==> src/rtl/jpeg_pkg.sv <==
// Shared types and constants for the JPEG DC scheduling path.
package jpeg_pkg;

    typedef enum logic [1:0] {
        COMP_Y  = 2'd0,
        COMP_CB = 2'd1,
        COMP_CR = 2'd2
    } comp_e;

    typedef enum logic [1:0] {
        SLOT_Y  = 2'd0,
        SLOT_CB = 2'd1,
        SLOT_CR = 2'd2
    } slot_e;

    localparam int DC_W         = 10;
    localparam int ENC_RES_W    = 32;
    localparam int RES_CODE_LSB = 24;
    localparam int RES_LEN_LSB  = 16;
    localparam int RES_BITS_LSB = 8;
    localparam int RES_SIZE_LSB = 0;
    localparam int DC_DIFF_MAX  = 255;
    localparam int ENC_LATENCY  = 2;
    // One local register stage ahead of the encoder's own pipeline.
    localparam int TAG_STAGES   = ENC_LATENCY + 1;

    typedef struct packed {
        logic  vld;
        comp_e comp;
        logic  restart;
    } tag_t;

    typedef struct packed {
        logic                 restart;
        comp_e                comp;
        logic [ENC_RES_W-1:0] code;
    } outq_entry_t;

endpackage

==> src/rtl/jpeg_dc_outq.sv <==
// Synchronous FIFO with occupancy count; write and read may coincide when full.
module jpeg_dc_outq #(
    parameter int WIDTH = 35,
    parameter int DEPTH = 4
) (
    input  logic                       clk,
    input  logic                       rst,
    input  logic                       wr_en_i,
    input  logic [WIDTH-1:0]           wr_data_i,
    input  logic                       rd_en_i,
    output logic [WIDTH-1:0]           rd_data_o,
    output logic                       valid_o,
    output logic [$clog2(DEPTH+1)-1:0] count_o
);
    localparam int AW = $clog2(DEPTH);
    localparam int CW = $clog2(DEPTH + 1);

    logic [WIDTH-1:0] mem_q [DEPTH];
    logic [AW-1:0]    wr_ptr_q, rd_ptr_q;
    logic [CW-1:0]    count_q, count_d;
    logic             do_rd;

    assign do_rd = rd_en_i && (count_q != '0);

    always_comb begin
        count_d = count_q;
        case ({wr_en_i, do_rd})
            2'b10:   count_d = count_q + CW'(1);
            2'b01:   count_d = count_q - CW'(1);
            default: count_d = count_q;
        endcase
    end

    always_ff @(posedge clk) begin
        if (rst) begin
            wr_ptr_q <= '0;
            rd_ptr_q <= '0;
            count_q  <= '0;
        end else begin
            if (wr_en_i) wr_ptr_q <= wr_ptr_q + AW'(1);
            if (do_rd)   rd_ptr_q <= rd_ptr_q + AW'(1);
            count_q <= count_d;
        end
    end

    always_ff @(posedge clk) begin
        if (wr_en_i) mem_q[wr_ptr_q] <= wr_data_i;
    end

    // Upstream credit accounting must make an overflowing write impossible.
    always_ff @(posedge clk) begin
        if (!rst) begin
            assert (!(wr_en_i && (count_q == CW'(DEPTH)) && !do_rd));
        end
    end

    assign rd_data_o = mem_q[rd_ptr_q];
    assign valid_o   = (count_q != '0);
    assign count_o   = count_q;

endmodule

==> src/rtl/jpeg_dc_scheduler.sv <==
// DC predictor / table-select front end for the 2-stage Huffman DC encoder with a credit-protected result queue.
// Optional restart-interval handling is compiled in with `define DC_RESTART_EN.
module jpeg_dc_scheduler
    import jpeg_pkg::*;
#(
    parameter int LUMA_PER_MCU     = 4,
    parameter int FIFO_DEPTH       = 4,
    parameter int RESTART_INTERVAL = 0
) (
    input  logic                   clk,
    input  logic                   rst,
    input  logic                   in_valid,
    output logic                   in_ready,
    input  logic signed [DC_W-1:0] in_dc,
    output logic signed [DC_W-1:0] enc_dc,
    output logic                   enc_is_luminance,
    input  logic [ENC_RES_W-1:0]   enc_result,
    output logic                   out_valid,
    input  logic                   out_ready,
    output logic [ENC_RES_W-1:0]   out_code,
    output logic [1:0]             out_comp,
    output logic                   out_restart
);
    localparam int QCNT_W = $clog2(FIFO_DEPTH + 1);
    localparam int FLT_W  = $clog2(TAG_STAGES + 1);
    localparam logic signed [DC_W:0] SAT_HI = (DC_W+1)'(DC_DIFF_MAX);
    localparam logic signed [DC_W:0] SAT_LO = -SAT_HI;

    if (!(LUMA_PER_MCU == 1 || LUMA_PER_MCU == 2 || LUMA_PER_MCU == 4) || (FIFO_DEPTH < 4) ||
        ((FIFO_DEPTH & (FIFO_DEPTH - 1)) != 0) || (RESTART_INTERVAL < 0)) begin : g_bad_params
        $error("jpeg_dc_scheduler: unsupported parameter set");
    end

    function automatic logic signed [DC_W-1:0] sat_diff(input logic signed [DC_W-1:0] dc,
                                                        input logic signed [DC_W-1:0] pred);
        logic signed [DC_W:0] d;
        d = (DC_W+1)'(dc) - (DC_W+1)'(pred);
        if (d > SAT_HI)      return DC_W'(SAT_HI);
        else if (d < SAT_LO) return DC_W'(SAT_LO);
        else                 return DC_W'(d);
    endfunction

    slot_e                  slot_q, slot_d;
    logic [2:0]             luma_idx_q, luma_idx_d;
    comp_e                  comp;
    logic                   accept;
    logic                   boundary;
    logic                   tag_restart;
    logic signed [DC_W-1:0] pred_y_q, pred_cb_q, pred_cr_q, pred_sel;
    logic signed [DC_W-1:0] enc_dc_q;
    logic                   enc_lum_q;
    tag_t                   tag_q [TAG_STAGES];
    logic [FLT_W-1:0]       inflight;
    logic [QCNT_W-1:0]      q_count;
    outq_entry_t            wr_entry, rd_entry;

    // Credits: a block is admitted only if its result is guaranteed a queue slot.
    always_comb begin
        inflight = '0;
        for (int i = 0; i < TAG_STAGES; i++) inflight = inflight + FLT_W'(tag_q[i].vld);
    end

    assign in_ready = (32'(q_count) + 32'(inflight)) < 32'(FIFO_DEPTH);
    assign accept   = in_valid && in_ready;

    always_ff @(posedge clk) begin
        if (rst) begin
            slot_q     <= SLOT_Y;
            luma_idx_q <= '0;
        end else begin
            slot_q     <= slot_d;
            luma_idx_q <= luma_idx_d;
        end
    end

    always_comb begin
        slot_d     = slot_q;
        luma_idx_d = luma_idx_q;
        comp       = COMP_Y;
        case (slot_q)
            SLOT_Y: begin
                if (accept) begin
                    if (luma_idx_q == 3'(LUMA_PER_MCU - 1)) begin
                        luma_idx_d = '0;
                        slot_d     = SLOT_CB;
                    end else begin
                        luma_idx_d = luma_idx_q + 3'd1;
                    end
                end
            end
            SLOT_CB: begin
                comp = COMP_CB;
                if (accept) slot_d = SLOT_CR;
            end
            SLOT_CR: begin
                comp = COMP_CR;
                if (accept) slot_d = SLOT_Y;
            end
            default: slot_d = SLOT_Y;
        endcase
    end

`ifdef DC_RESTART_EN
    logic [31:0] mcu_cnt_q, mcu_cnt_d;
    logic        pend_q, pend_d;

    always_comb begin
        mcu_cnt_d = mcu_cnt_q;
        pend_d    = pend_q;
        boundary  = 1'b0;
        if (accept) begin
            pend_d = 1'b0;
            if ((RESTART_INTERVAL > 0) && (slot_q == SLOT_CR)) begin
                if (mcu_cnt_q == 32'(RESTART_INTERVAL - 1)) begin
                    mcu_cnt_d = '0;
                    pend_d    = 1'b1;
                    boundary  = 1'b1;
                end else begin
                    mcu_cnt_d = mcu_cnt_q + 32'd1;
                end
            end
        end
    end

    always_ff @(posedge clk) begin
        if (rst) begin
            mcu_cnt_q <= '0;
            pend_q    <= 1'b0;
        end else begin
            mcu_cnt_q <= mcu_cnt_d;
            pend_q    <= pend_d;
        end
    end

    assign tag_restart = pend_q;
`else
    assign boundary    = 1'b0;
    assign tag_restart = 1'b0;
`endif

    always_comb begin
        case (comp)
            COMP_CB: pred_sel = pred_cb_q;
            COMP_CR: pred_sel = pred_cr_q;
            default: pred_sel = pred_y_q;
        endcase
    end

    // A restart boundary wins over the triggering CR block's predictor update.
    always_ff @(posedge clk) begin
        if (rst || boundary) begin
            pred_y_q  <= '0;
            pred_cb_q <= '0;
            pred_cr_q <= '0;
        end else if (accept) begin
            case (comp)
                COMP_CB: pred_cb_q <= in_dc;
                COMP_CR: pred_cr_q <= in_dc;
                default: pred_y_q  <= in_dc;
            endcase
        end
    end

    // Stage p0: difference and table select registered toward the encoder.
    always_ff @(posedge clk) begin
        if (rst) begin
            enc_dc_q  <= '0;
            enc_lum_q <= 1'b0;
        end else if (accept) begin
            enc_dc_q  <= sat_diff(in_dc, pred_sel);
            enc_lum_q <= (comp == COMP_Y);
        end
    end

    assign enc_dc           = enc_dc_q;
    assign enc_is_luminance = enc_lum_q;

    // Tag pipe mirrors the encoder latency so each result meets its own tag.
    always_ff @(posedge clk) begin
        if (rst) begin
            for (int i = 0; i < TAG_STAGES; i++) tag_q[i] <= '0;
        end else begin
            tag_q[0] <= '{vld: accept, comp: comp, restart: tag_restart};
            for (int i = 1; i < TAG_STAGES; i++) tag_q[i] <= tag_q[i-1];
        end
    end

    assign wr_entry = '{restart: tag_q[TAG_STAGES-1].restart,
                        comp:    tag_q[TAG_STAGES-1].comp,
                        code:    enc_result};

    jpeg_dc_outq #(
        .WIDTH($bits(outq_entry_t)),
        .DEPTH(FIFO_DEPTH)
    ) u_outq (
        .clk      (clk),
        .rst      (rst),
        .wr_en_i  (tag_q[TAG_STAGES-1].vld),
        .wr_data_i(wr_entry),
        .rd_en_i  (out_ready),
        .rd_data_o(rd_entry),
        .valid_o  (out_valid),
        .count_o  (q_count)
    );

    assign out_code    = rd_entry.code;
    assign out_comp    = rd_entry.comp;
    assign out_restart = rd_entry.restart;

endmodule

==> config.mk <==
export PLATFORM = sky130hd
export DESIGN_NAME = jpeg_dc_scheduler
export DESIGN_NICKNAME = d
export VERILOG_FILES = /design/src/rtl/jpeg_pkg.sv /design/src/rtl/jpeg_dc_outq.sv /design/src/rtl/jpeg_dc_scheduler.sv
export SDC_FILE = /design/constraint.sdc
export NUM_CORES = 1
export LEC_CHECK = 0
export CAP_MARGIN = 10
export CORE_ASPECT_RATIO = 1.4
export CORE_MARGIN = 5
export CORE_UTILIZATION = 23
export CTS_BUF_LIST = sky130_fd_sc_hd__clkbuf_16
export DETAILED_ROUTE_END_ITERATION = 8
export SYNTH_ARGS = -nofsm -noshare
export SYNTH_HDL_FRONTEND = slang
export SYNTH_HIERARCHICAL = 1
export SYNTH_SLANG_ARGS = --single-unit
==> constraint.sdc <==
create_clock -name clk -period 5 [get_ports clk]
set_input_delay 1.5 -clock clk [delete_from_list [all_inputs] [get_ports clk]]
set_output_delay 1.5 -clock clk [all_outputs]
set_load 0.1 [all_outputs]
==> summary by stage, run 1 <==
GRT
The first global-routing pass estimated just over 30000 um of wire. The largest net degree at the start of global routing is 36. The number of global-route vias before repair is 5450.

After global routing the overflow that remains totals 0. For this run, the total global-route usage over all layers was measured as 0.0890. The number of antenna violations at the first check in global routing is 0.

Route
Dividing the detail-routed via count by the number of cells gives roughly 4.4. In the routed design, unresolved DRC markers number 0. In this run the remaining antenna-violating nets after routing total 0. The first-pass detailed-route iteration total is 4. Detailed routing inserted a total of approximately 5200 vias.

After detailed routing, the average wire length per cell comes to between 15 and 20 um. The number of DRC violations after detailed-routing iteration 0 is approximately 270. Wires add up to about 19000 um.

Placed design
Once detailed placement completed, the half-perimeter wirelength came to approximately 12000 um. The number of placed cells counting well taps is about 1100. The number of I/O port buffers is slightly above 90. The worst-case setup slack after placement is 0.200 ns. The global placement routability congestion is ~0.79. The cell area reported after detailed placement is 9850 um2.

Power and ir drop
After layout, the design draws a total of ~0.0046 W. The share of total power dissipated in combinational logic is 0.227. Of the total power, the share spent switching nets is 0.316. The power per cell area is about 440 nW/um2. The clock network power share is 0.364. The leakage power is around 3.5 nW. Internal power comes to 0.00316 W.

Of the total power, registers draw 0.410. The switching power of the nets is 0.00146 W. The maximum vdd ir drop is between 0.2 and 0.3 mV.

Floorplanning
In this run the count of I/O pins placed on the die edge is 94. The die boundary width is 173 um. The core region is about 37000 um2.

For this configuration, the core starts out at a cell density of 0.232. The die area is between 40000 and 50000 um2. The floorplan has between 80 and 90 rows. In this run the vertical extent of the chip is about 240 um.

Timing
The sum of negative setup slack is 0 ns. For this run, the top clock speed supported by timing is roughly 230 MHz. For the pin with the worst max-slew slack, the measured transition is 1.07 ns. The max-slew violation total from the final report is 0. The remaining max-slew budget at the tightest pin is 0.286. The total setup violations reported at the end of the flow is 0. In the finished design, the share of the clock period the worst path needs comes to 0.855. The post-layout minimum cycle time is about 4.3 ns. Across all setup checks in the final design, the least slack found is between 0.7 and 0.8 ns. The count of final hold-check violations was 0. Setup repair after global routing left no endpoint under its margin. The worst-case clock skew is 0.00927 ns.

Finish
The share of final-layout standard cells stronger than drive strength 1 is 0.174. The relative area change from synthesis to final layout is 24.6%. The finished layout holds 1190 standard cells, fillers aside. The final-stage net count is roughly 780. With fillers left out, the area of the finished cells amounts to between 10000 and 15000 um2. The diode insertion count for antenna repair is 0.

Leaving out fill and tap cells, the most frequent cell in the layout is edfxtp_1. The layout filler cell count is between 3000 and 4000. In the layout the commonest cells are 140 x edfxtp_1, 66 x nand2_1, 62 x dfxtp_1.

Yosys
The synthesis warning total is 6. The primary flip-flop cell chosen by synthesis mapping is edfxtp_1. The mean area per synthesized cell is 14.0 um2. Of the synthesized area, sequential elements account for 0.644.

Counting flops with a built-in enable in the synthesized netlist gives 140. The register bit total from synthesis is 204. The post-synthesis instance area is roughly 8500 um2. In the synthesized netlist the async set-or-reset flop fraction comes to 0.

Yosys mapped the design onto 64 distinct sky130hd cell types. The number of standard cells after synthesis is 607.

Critical path
The data required time at the worst endpoint is 5.37 ns. In this design, the stage delay of the slowest critical-path cell is around 0.50 ns. The top fanout value on the critical path is 7. The most critical setup path has its startpoint at in_dc[0]. The nature of the critical path endpoint is a flip-flop. The type of origin of the critical path is an input port. The largest individual stage delay along the critical path comes from the cell or4b_4. The worst register-to-register path begins at slot_q[1]$_SDFFE_PP0P_.

Counting stages on the worst path, the most repeated cell is inv_1. The signal on the critical path passes through clkdlybuf4s50_1, inv_1, ha_1, inv_1, fa_1, a21o_1, a32o_1, or3_4, a211oi_2, or4b_4, a41oi_4, a31oi_1. The critical path arrival is roughly 4.7 ns. The category of the critical setup timing path is input port to flip-flop.

Clocking
Counting the buffers created by CTS gives 23. Clock tree synthesis selected as its root buffer the cell clkbuf_16. TritonCTS built the clock tree. The post-cts resize count is 0.

For the worst-skew pair, the clock arrives at the later sink with an insertion delay of ~0.51 ns. After clock tree synthesis, the clock-pin slew on the worst setup and hold paths is approximately 0.06 ns. No sink is reached through more buffers than the 3 on the longest clock path. The number of buffers inserted by hold repair at cts is 0. The number of levels the H-tree was split into is 1. The number of setup buffers added after CTS is 0. The clock drives about 200 sinks.

Worst hold path
The startpoint identified for the worst hold timing path is tag_q[0][2]$_SDFF_PP0_. The path class of the tightest hold or removal check is flip-flop to flip-flop.

Outcome
The flow ran to the end, and the final reports show no timing, DRC or antenna violations.

Run
The max-cap violation count is 0.
-- state kept, by name, indices dropped and copies added (netlist names), 2 cells and up, named ones only --
name,flops
u_outq/mem_q,140
enc_dc,10
pred_cb_q,10
pred_cr_q,10
pred_y_q,10
tag_q,9
luma_idx_q,3
u_outq/count_o,3
slot_q,2
u_outq/rd_ptr_q,2
u_outq/wr_ptr_q,2
-- per-layer routing --
| metal | routed length (um) | vias up | GRT usage |
|---|---|---|---|
| li1 | - | 2488 | - |
| met1 | 7900 | 2580 | 0.109 |
| met2 | 9590 | 139 | 0.161 |
| met3 | 1080 | 26 | 0.0186 |
| met4 | 325 | 0 | 0.0192 |
| met5 | 0 | - | 0 |
-- worst max-delay path: cells and delay by family --
| kind | cells | cell delay, ns |
|---|---|---|
| compound gates | 5 | 1.11 |
| fa+ha+maj | 2 | 0.60 |
| buf+inv | 3 | 0.60 |
| simple gates | 2 | 0.84 |
-- path summary, 6_finish.rpt --
check	end	slack (ns)	cells after the start
max	enc_dc[5]$_SDFFE_PP0P_	0.72	12
min	tag_q[0][6]$_SDFF_PP0_	0.43	1
max reg2reg	enc_dc[5]$_SDFFE_PP0P_	1.10	15
min reg2reg	tag_q[0][6]$_SDFF_PP0_	0.43	1
-- logic make-up (layout without fill, tap and decap cells) --
logic type | Yosys count | in the layout | share of synthesized area
adder cells (fa/ha/maj) | 25 | 25 | 0.0394
multiplexers | 37 | 37 | 0.0971
XOR/XNOR | 7 | 7 | 0.00720
buffers and inverters | 52 | 165 | 0.0310
AND/OR/NAND/NOR | 167 | 167 | 0.0936
AO/OA/AOI/OAI | 114 | 114 | 0.0871
other | 1 | 4 | 0.000440
flip-flops | 204 | 204 | 0.644
-- layout make-up --
cell class                      count  area (um2)  share of cell area
Sequential cell                   204        5490               0.517
Multi-Input combinational cell    354        2790               0.263
Timing Repair Buffer              101         908              0.0856
Tap cell                          467         584              0.0551
Clock buffer                       23         576              0.0542
Clock inverter                     19         185              0.0174
Inverter                           22        82.6             0.00778
-- power groups by stage --
stage               Clock, W  Combinational, W  Sequential [W]
floorplan                  0          0.000684         0.00205
global placement           0           0.00105         0.00193
detailed placement         0           0.00106         0.00193
CTS                  0.00175           0.00106         0.00189
global route         0.00182           0.00111         0.00190
finish               0.00168           0.00105         0.00189
-- per-stage QoR --
stage / hold WS (ns) / util
global placement: 0.431 / 0.269
global route: 0.458 / 0.289
detailed placement: 0.423 / 0.269
floorplan: 0.414 / -
CTS: 0.433 / 0.289
finish: 0.433 / 0.289
-- synth_stat cells (3+ instances only) --
cell,count,share of area
inv_1,22,0.0097
ha_1,22,0.032
clkbuf_1,19,0.0084
dfxtp_1,64,0.15
a31oi_1,8,0.0059
and2_1,6,0.0044
o21ai_1,3,0.0018
buf_12,3,0.0071
edfxtp_1,140,0.49
nand2_1,66,0.029
fa_1,3,0.0071
xor2_1,5,0.0051
o21ai_0,17,0.010
nor3_1,5,0.0029
buf_2,3,0.0018
or3_1,4,0.0029
nor2_1,29,0.013
and3_1,4,0.0029
mux4_2,30,0.079
mux4_1,5,0.015
a21oi_1,45,0.026
nand3_1,26,0.015
nor2b_1,11,0.0081
a22oi_1,10,0.0088
nand2b_1,5,0.0037
Power figures use the tool's default switching activity.
==> run 2, diff against run 1 <==
GPL_ROUTABILITY_DRIVEN = 1   (was unset)
==> results of run 2 <==
The final DEF is identical to that of run 1; final timing and power are the same.
